**config.mk**
```make
export PLATFORM = sky130hd
export DESIGN_NAME = vga_sync_monitor
export DESIGN_NICKNAME = d
export VERILOG_FILES = /design/src/rtl/vga_sync_monitor.sv
export SDC_FILE = /design/constraint.sdc
export NUM_CORES = 1
export LEC_CHECK = 0
export CAP_MARGIN = 20
export CORE_MARGIN = 4
export CORE_UTILIZATION = 35
export CTS_BUF_LIST = sky130_fd_sc_hd__clkbuf_4 sky130_fd_sc_hd__clkbuf_8
export DETAILED_ROUTE_END_ITERATION = 6
export DONT_BUFFER_PORTS = 1
export HOLD_SLACK_MARGIN = 0.12
export PLACE_DENSITY = 0.52
export SLEW_MARGIN = 10
export SYNTH_ARGS = -nofsm -noshare
export SYNTH_HDL_FRONTEND = slang
export SYNTH_SLANG_ARGS = --single-unit
```
**constraint.sdc**
```tcl
create_clock -name clk -period 6.83 [get_ports clk]
set_clock_uncertainty 0.2 [all_clocks]
set_input_delay 1.0245 -clock clk [delete_from_list [all_inputs] [get_ports clk]]
set_output_delay 1.0245 -clock clk [all_outputs]
set_load 0.005 [all_outputs]
```
**src/rtl/vga_sync_monitor.sv**
```systemverilog
// rtl/vga_sync_monitor.sv - measures hsync/vsync timing and declares lock after two identical frames
// Optional: define VGA_SYNC_MON_TOLERANCE_EN to accept +/-1 cycle on h_total compares.
module vga_sync_monitor #(
  parameter int HWIDTH    = 12,
  parameter int VWIDTH    = 11,
  parameter bit HSYNC_POL = 1'b0,
  parameter bit VSYNC_POL = 1'b0
) (
  input  logic              clk,
  input  logic              reset,
  input  logic              hsync,
  input  logic              vsync,
  output logic              locked,
  output logic              lock_lost,
  output logic [HWIDTH-1:0] h_total,
  output logic [HWIDTH-1:0] h_sync_width,
  output logic [VWIDTH-1:0] v_total,
  output logic [VWIDTH-1:0] v_sync_width
);

  typedef enum logic [1:0] {SEARCH, MEASURE, VERIFY, LOCKED} state_t;

  localparam logic [HWIDTH-1:0] HMAX  = '1;
  localparam logic [VWIDTH-1:0] VMAX  = '1;
  localparam logic [HWIDTH-1:0] H_ONE = {{(HWIDTH-1){1'b0}}, 1'b1};
  localparam logic [VWIDTH-1:0] V_ONE = {{(VWIDTH-1){1'b0}}, 1'b1};

  state_t            state;
  logic              hs_r, vs_r, hs_prev, vs_prev;
  logic              hs_lead, hs_trail, vs_lead, vs_trail;
  logic [HWIDTH-1:0] h_cnt, hw_cnt, h_line, h_width, h_len_now;
  logic [VWIDTH-1:0] v_cnt, vw_cnt, v_width, v_cap;
  logic [HWIDTH-1:0] ref_h_total, ref_h_width;
  logic [VWIDTH-1:0] ref_v_total, ref_v_width;
  logic              timeout, rec_match, lock_mismatch;

  function automatic logic h_equal(input logic [HWIDTH-1:0] a, input logic [HWIDTH-1:0] b);
`ifdef VGA_SYNC_MON_TOLERANCE_EN
    h_equal = (a == b) || (a == b + H_ONE) || (a + H_ONE == b);
`else
    h_equal = (a == b);
`endif
  endfunction

  assign hs_lead  = hs_r & ~hs_prev;
  assign hs_trail = ~hs_r & hs_prev;
  assign vs_lead  = vs_r & ~vs_prev;
  assign vs_trail = ~vs_r & vs_prev;

  // A coincident hsync edge still belongs to the frame that is closing.
  assign h_len_now = (h_cnt == HMAX) ? HMAX : h_cnt + H_ONE;
  assign v_cap     = v_cnt + (hs_lead ? V_ONE : '0);
  assign timeout   = (h_cnt == HMAX) || (v_cnt == VMAX);

  assign rec_match = h_equal(h_line, ref_h_total) && (h_width == ref_h_width) &&
                     (v_cap == ref_v_total) && (v_width == ref_v_width);

  assign lock_mismatch = (hs_lead && !h_equal(h_len_now, h_total)) ||
                         (hs_trail && (hw_cnt != h_sync_width)) ||
                         (vs_lead && ((v_cap != v_total) || (v_width != v_sync_width)));

  always_ff @(posedge clk) begin
    if (reset) begin
      hs_r    <= 1'b0;
      vs_r    <= 1'b0;
      hs_prev <= 1'b0;
      vs_prev <= 1'b0;
      h_cnt   <= '0;
      hw_cnt  <= '0;
      h_line  <= '0;
      h_width <= '0;
      v_cnt   <= '0;
      vw_cnt  <= '0;
      v_width <= '0;
    end else begin
      hs_r    <= (hsync == HSYNC_POL);
      vs_r    <= (vsync == VSYNC_POL);
      hs_prev <= hs_r;
      vs_prev <= vs_r;

      if (hs_lead) begin
        h_line <= h_len_now;
        h_cnt  <= '0;
      end else if (h_cnt != HMAX) begin
        h_cnt <= h_cnt + H_ONE;
      end

      if (hs_lead) hw_cnt <= H_ONE;
      else if (hs_r && (hw_cnt != HMAX)) hw_cnt <= hw_cnt + H_ONE;
      if (hs_trail) h_width <= hw_cnt;

      if (vs_lead) v_cnt <= '0;
      else if (hs_lead && (v_cnt != VMAX)) v_cnt <= v_cnt + V_ONE;

      // An hsync edge landing with the vsync edge is the first line of the pulse.
      if (vs_lead) vw_cnt <= hs_lead ? V_ONE : '0;
      else if (vs_r && hs_lead && (vw_cnt != VMAX)) vw_cnt <= vw_cnt + V_ONE;
      if (vs_trail) v_width <= vw_cnt;
    end
  end

  always_ff @(posedge clk) begin
    if (reset) begin
      state        <= SEARCH;
      locked       <= 1'b0;
      lock_lost    <= 1'b0;
      h_total      <= '0;
      h_sync_width <= '0;
      v_total      <= '0;
      v_sync_width <= '0;
      ref_h_total  <= '0;
      ref_h_width  <= '0;
      ref_v_total  <= '0;
      ref_v_width  <= '0;
    end else begin
      lock_lost <= 1'b0;
      if (timeout) begin
        state     <= SEARCH;
        locked    <= 1'b0;
        lock_lost <= (state == LOCKED);
      end else begin
        case (state)
          SEARCH: if (vs_lead) state <= MEASURE;
          MEASURE: begin
            if (vs_lead) begin
              ref_h_total <= h_line;
              ref_h_width <= h_width;
              ref_v_total <= v_cap;
              ref_v_width <= v_width;
              state       <= VERIFY;
            end
          end
          VERIFY: begin
            if (vs_lead) begin
              if (rec_match) begin
                // Outputs take the reference so a tolerated h jitter never moves them.
                h_total      <= ref_h_total;
                h_sync_width <= ref_h_width;
                v_total      <= ref_v_total;
                v_sync_width <= ref_v_width;
                locked       <= 1'b1;
                state        <= LOCKED;
              end else begin
                ref_h_total <= h_line;
                ref_h_width <= h_width;
                ref_v_total <= v_cap;
                ref_v_width <= v_width;
              end
            end
          end
          LOCKED: begin
            if (lock_mismatch) begin
              state     <= SEARCH;
              locked    <= 1'b0;
              lock_lost <= 1'b1;
            end
          end
          default: state <= SEARCH;
        endcase
      end
    end
  end

endmodule

```
==> key figures, run 1 <==
Final layout
  • Total Nets Final: between 900 and 1000
  • Synth-to-Final Area Change: 7.39%
  • Share of layout cells above drive strength 1: 0.0526
  • Sequential cell area: 0.00362 sq mm
  • FILL cells: 2417
  • Final instance area: ~0.0092 sq mm
  • Multi-input logic area: 0.00463 sq mm
  • Antenna diodes: 0

Placement
  • Buffers on Ports: 0
  • Area after DPL: 0.00873 sq mm
  • HPWL after DPL: 15300 um
  • Gpl congestion: 0.789

Floorplanning
  • Die Height: 164 um
  • IO Pins: 52
  • Die Width: 164 um
  • Starting density of the core: 0.359
  • Core area: about 0.024 sq mm
  • Area of the die: 0.0269 sq mm
  • Row cnt: 56

STA
  • Fin. max-slew vios: 0
  • Final setup vio count: 0
  • Relative slew slack: 0.306
  • Hold Violations, Final: 0
  • Hold Slack: roughly 0.29 ns
  • Fmax achieved: 0.223 GHz
  • Period utilization: 0.657
  • Period minus WS final: 4.49 ns
  • Worst-Margin Slew: 1.04 ns
  • Setup_tns: 0 ns
  • Unrepaired setup endpoints after global routing: false

Pwr
  • Max VDD drop: 0.196 mV
  • Pwr per Cell Area: 255 mW/mm^2
  • Pleak: 0.00344 uW

CTS
  • Total CTS buffers: 17
  • CTS tree: done
  • CTS root buf: clkbuf_8
  • Clock Path Buffers: 2
  • Worst-skew pair later-pin latency: 0.47 ns
  • Max H-tree Level: 4
  • CTS Sinks: 181
  • Resize count post-CTS: 0
  • CTS clk-pin slew, worst paths: 0.09 ns
  • Hold Buf Count CTS: 0
  • Post-CTS Setup Bufs: 0

Synth
  • Syn nets: ~990
  • Count leader, synth: dfxtp_1
  • Mapped Cells: around 1000
  • Commonest cells in the netlist: dfxtp_1 (181), nor2_1 (94), a21oi_1 (89)
  • Avg Inst Size Synth: just under 9 sq um
  • Synth top area share: 0.425
  • Synth Cell Area: 0.00853 sq mm
  • Post-synth EDFFs: 0
  • Sequential element share of the synthesized area: 0.425
  • Dominant cells by area after synthesis: dfxtp_1 (42%), xnor2_1 (7.2%), mux2i_1 (6.3%)
  • Netlist cell types: 59
  • Post-synth top flop: dfxtp_1
  • Yosys reg bits: 181
  • Area leader, netlist: dfxtp_1
  • Syn. warnings: 0
  • Ys async rst share: 0

Setup path
  • CP dominant cell by count: ha_1
  • Top delay family on crit path: simple AND/OR/NAND/NOR gates
  • Crit path max fanout: 46
  • Cell Chain, Critical Path: nor2b_1, buf_4, ha_1, ha_1, xnor2_1, nand4_1, nor4_1, nand3_1, nor4_2, nand3_4, mux2i_1, nor2_1
  • Crit-path max cell delay: 0.92 ns
  • Kind of critical path: register to register
  • Worst Setup Start Kind: register
  • Worst Path Buf+Inv: 1
  • Critical Path Slowest Stage Cell: nand3_4
  • CP Capture Type: register
  • Data required, critical path: 6.99 ns
  • Worst EP arrival: ~4.6 ns

Global routing
  • Initial antenna violation count: 0
  • First-pass GRT wire length: 35700 um
  • Gr ovfl total: 0
  • GR Util All Layers: 0.169
  • Largest net degree at the start of global routing: roughly 130
  • Vias in the first global route: a little over 6000

Drt
  • DRT iter0 DRCs: 379
  • Vias: between 6000 and 7000
  • Top Metal Used: met4
  • M1 WL: 11000 um
  • Met3 Wirelength: 1170 um
  • Final wirelength: 22400 um
  • TritonRoute pass-1 iters: 5
  • DRT antenna net count: 0
  • Wire length per cell: between 15 and 20 um
  • Vias/cell: 5.22
  • Met2 routed WL: 10100 um
  • DRC Markers: 0

Run status
  • Outcome: finished clean

Worst hold path
  • Hold Crit Class: register to register

Flow run
  • Total of max-cap violations: 0
state kept, by name (all words and copies together), names as in the netlist, 2 cells and up:
register / count
ref_h_total: 12
v_sync_width: 11
h_sync_width: 12
state: 2
vw_cnt: 11
hw_cnt: 12
h_line: 12
h_total: 12
v_width: 11
v_total: 11
v_cnt: 11
ref_v_total: 11
h_width: 12
ref_h_width: 12
ref_v_width: 11
h_cnt: 12
stage by stage:
| step | cells | worst slack, ns | power, uW | utilization |
|---|---|---|---|---|
| global placement | 1237 | 2.49 | 1560 | 0.367 |
| finish | 1270 | 2.34 | 2340 | 0.386 |
| CTS | 1269 | 2.36 | 2360 | 0.385 |
| global route | 1270 | 2.06 | 2440 | 0.386 |
| detailed placement | 1237 | 2.37 | 1570 | 0.367 |
| floorplan | 975 | 3.52 | 1450 | - |
layout make-up:
class / count / share of cell area
clock buffers: 19 / 0.0279
repair buffers: 5 / 0.00410
multi-input cells: 722 / 0.505
inverters: 11 / 0.00451
flip-flops and latches: 181 / 0.395
clock inverters: 13 / 0.0191
well taps: 319 / 0.0436
power by group:
group	switching, uW	internal (uW)
sequential	27.7	1080
clock	407	382
combinational	326	113
total	761	1580
path summary, 6_finish.rpt:
kind                     endpoint      start  slack (ns)  depth (start not counted)
setup reg to reg  h_sync_width[4]       hs_r        2.34                         12
hold / removal          h_line[1]  h_line[1]        0.29                          2
hold reg to reg         h_line[1]  h_line[1]        0.29                          2
setup / recovery  h_sync_width[4]       hs_r        2.34                         12
logic make-up after synthesis:
kind of cell | share of synthesized area
buf+inv | 0.0353
flops | 0.425
xor+xnor | 0.137
mux | 0.0633
fa+ha+maj | 0.0147
simple gates | 0.195
compound gates | 0.130
layout by cell type (no fill, tap or decap), types with 2 or more instances in the layout:
cell type  Yosys  layout
a211oi_1      11      11
a21o_1         2       2
a21oi_1       89      89
a22o_1         5       5
a311oi_1       2       2
a31oi_1        5       5
and2_1         7       7
and3_1         8       8
and4_1         4       4
buf_4          4       5
bufinv_16      0       3
clkbuf_8       0      18
clkinv_2       0       3
clkinv_4       0       3
dfxtp_1      181     181
ha_1          10      10
inv_1         11      11
mux2i_1       54      54
nand2_1       83      82
nand2b_1       5       5
nand3_1       62      61
nand4_1       30      30
nor2_1        94      94
nor2b_1        9       9
nor3_1        10      10
nor4_1         8       8
o211ai_1       3       3
o21ai_0       26      26
o21ai_1       30      30
o31a_1         2       2
or2_2          2       2
or3_1         13      13
or4_1          5       5
xnor2_1       70      70
xnor3_1        8       8
xor2_1        41      41
per-layer routing:
metal / vias up / global-route usage
met5: - / 0
li1: 3336 / -
met3: 16 / 0.0437
met1: 3157 / 0.236
met4: 0 / 0.0396
met2: 121 / 0.261
worst register-to-register path: stages, from the launching register on:
cell and delay (ns):
dfxtp_1 0.35, nor2b_1 0.13, buf_4 0.17, ha_1 0.20, ha_1 0.34, xnor2_1 0.15, nand4_1 0.16, nor4_1 0.39
nand3_1 0.20, nor4_2 0.69, nand3_4 0.92, mux2i_1 0.43, nor2_1 0.06
Power figures use the tool's default switching activity.
==> inputs of run 2 (changes only) <==
==> constraint.sdc (replaced) <==
create_clock -name clk -period 4.6 [get_ports clk]
set_clock_uncertainty 0.2 [all_clocks]
set_input_delay 0.69 -clock clk [delete_from_list [all_inputs] [get_ports clk]]
set_output_delay 0.69 -clock clk [all_outputs]
set_load 0.005 [all_outputs]
==> run 2 against run 1 <==
Maximum frequency grew 8.3%. Combinational power grew 56%. Via count grew 2.1%. Global-route usage grew 0.69 points. Critical path depth is the same. Sequential cell count is the same. Critical path type unchanged. Critical endpoint is now h_sync_width[8].
==> key figures, run 2 (synthesis results as in run 1) <==
CTS
  • Resize count post-CTS: 0
  • Max H-tree Level: 4
  • CTS root buf: clkbuf_8
  • Clock Path Buffers: 2
  • CTS clk-pin slew, worst paths: 0.11 ns
  • Hold Buf Count CTS: 6
  • Post-CTS Setup Bufs: 0
  • Worst-skew pair later-pin latency: ~0.49 ns
  • CTS Sinks: 181
  • CTS tree: done
  • Total CTS buffers: 17

STA
  • Fmax achieved: 0.241 GHz
  • Relative slew slack: 0.310
  • Period minus WS final: 4.14 ns
  • Worst-Margin Slew: 1.03 ns
  • Setup_tns: 0 ns
  • Fin. max-slew vios: 0
  • Final setup vio count: 0
  • Hold Violations, Final: 0
  • Unrepaired setup endpoints after global routing: false
  • Period utilization: 0.900

Global routing
  • First-pass GRT wire length: 37000 um
  • Largest net degree at the start of global routing: 119
  • Gr ovfl total: 0
  • GR Util All Layers: 0.176
  • Vias in the first global route: between 6000 and 7000
  • Initial antenna violation count: 0

Setup path
  • CP Capture Type: register
  • Worst Setup Start Kind: register
  • Flop-to-flop setup slack: 0.46 ns
  • Kind of critical path: register to register
  • Data required, critical path: 4.75 ns
  • Worst EP arrival: roughly 4.3 ns
  • Crit path max fanout: 24

Floorplanning
  • Core area: 0.0238 sq mm
  • Starting density of the core: 0.359
  • Die Height: 164 um
  • Area of the die: 0.0269 sq mm
  • Die Width: 164 um
  • IO Pins: 52
  • Row cnt: 56

Placement
  • HPWL after DPL: 16100 um
  • Gpl congestion: 0.799
  • DP Cell Count: ~1200
  • Buffers on Ports: 0

Drt
  • DRT antenna net count: 0
  • TritonRoute pass-1 iters: 4
  • Wire length per cell: 18.2 um
  • Vias/cell: approximately 5.3
  • Vias: 6772
  • Final wirelength: around 23000 um
  • DRT iter0 DRCs: 429
  • DRC Markers: 0

Pwr
  • Pwr per Cell Area: 380 mW/mm^2
  • P_sw: between 1000 and 1500 uW
  • Internal power: 2370 uW
  • Pleak: 0.00350 uW
  • Comb power frac: 0.195
  • Clk pwr share: 0.339
  • Max VDD drop: roughly 0.21 mV
  • Sw Share: 0.327
  • Reg power frac: 0.467

Final layout
  • Antenna diodes: 0
  • Total Nets Final: 963
  • Most common cell after layout, fill and taps aside: dfxtp_1
  • Share of layout cells above drive strength 1: 0.0561
  • Post-Layout Cell Count: 1281
  • Commonest cells after routing, fill and taps aside: dfxtp_1 (181), nor2_1 (94), a21oi_1 (89)
  • Synth-to-Final Area Change: 8.89%

Run status
  • Outcome: finished clean

Flow run
  • Total of max-cap violations: 0

Worst hold path
  • Hold Crit Class: input pin to register
-- run 2: cell types whose count changed in the layout (fill, tap and decap cells not counted), moves of 2 or more --
| cell | change |
|---|---|
| buf_4 | +4 |
| clkinv_2 | -2 |
| clkinvlp_4 | +2 |
| dlygate4sd3_1 | +5 |
-- run 2: power groups by stage --
stage	logic, uW	registers, uW	clock network, uW
final	687	1650	1190
after global routing	746	1650	1290
after CTS	688	1650	1220
after detailed placement	661	1680	0
after global placement	664	1680	0
after floorplan	482	1670	0
-- run 2: final cells by class --
cell class              instances  area [sq um]
inverters                      11          41.3
multi-input cells             722          4630
repair buffers                 16           165
flip-flops and latches        181          3620
well taps                     319           399
fillers                      2381         14500
clock buffers                  19           262
clock inverters                13           173
-- run 2: per-stage QoR --
stage / util / hold slack, ns / setup WS [ns] / power (uW) / instance area [sq um]
after detailed placement: 0.370 / 0.269 / 0.496 / 2340 / 8780
after CTS: 0.391 / 0.240 / 0.447 / 3560 / 9290
after global routing: 0.391 / 0.265 / 0.117 / 3690 / 9290
final: 0.391 / 0.261 / 0.458 / 3530 / 9290
after global placement: 0.370 / 0.269 / 0.592 / 2350 / 8780
after floorplan: - / 0.245 / 1.29 / 2150 / 8530
-- run 2: path summary, 6_finish.rpt --
check / startpoint / end / depth (start not counted)
max: hs_r / h_sync_width[8] / 12
min: reset / state[1] / 3
max reg2reg: hs_r / h_sync_width[8] / 12
min reg2reg: h_width[4] / h_width[4] / 2
-- run 2: critical path, cell delays in order (launching register included) --
cell,delay (ns)
dfxtp_1,0.39
nor2b_1,0.26
ha_1,0.21
ha_1,0.21
nand3_1,0.13
nor3_1,0.44
xnor3_1,0.20
nand3_1,0.10
nor4_2,0.70
nand3_4,0.55
buf_12,0.37
mux2i_1,0.17
nor2_1,0.05
-- run 2: layer usage --
metal,global-route usage,up-vias,share of wire
met4,0.0446,0,0.014
met5,0,-,0
li1,-,3364,-
met1,0.249,3247,0.48
met3,0.0504,22,0.059
met2,0.263,139,0.44
==> inputs of run 3 (changes only) <==
--- a/config.mk
+++ b/config.mk
@@ -5,7 +5,6 @@
 export SDC_FILE = /design/constraint.sdc
 export NUM_CORES = 1
 export LEC_CHECK = 0
-export CAP_MARGIN = 20
 export CORE_MARGIN = 4
 export CORE_UTILIZATION = 35
 export CTS_BUF_LIST = sky130_fd_sc_hd__clkbuf_4 sky130_fd_sc_hd__clkbuf_8
==> results of run 3 <==
Same layout as run 2: the final DEF is identical, and so are final timing and power.
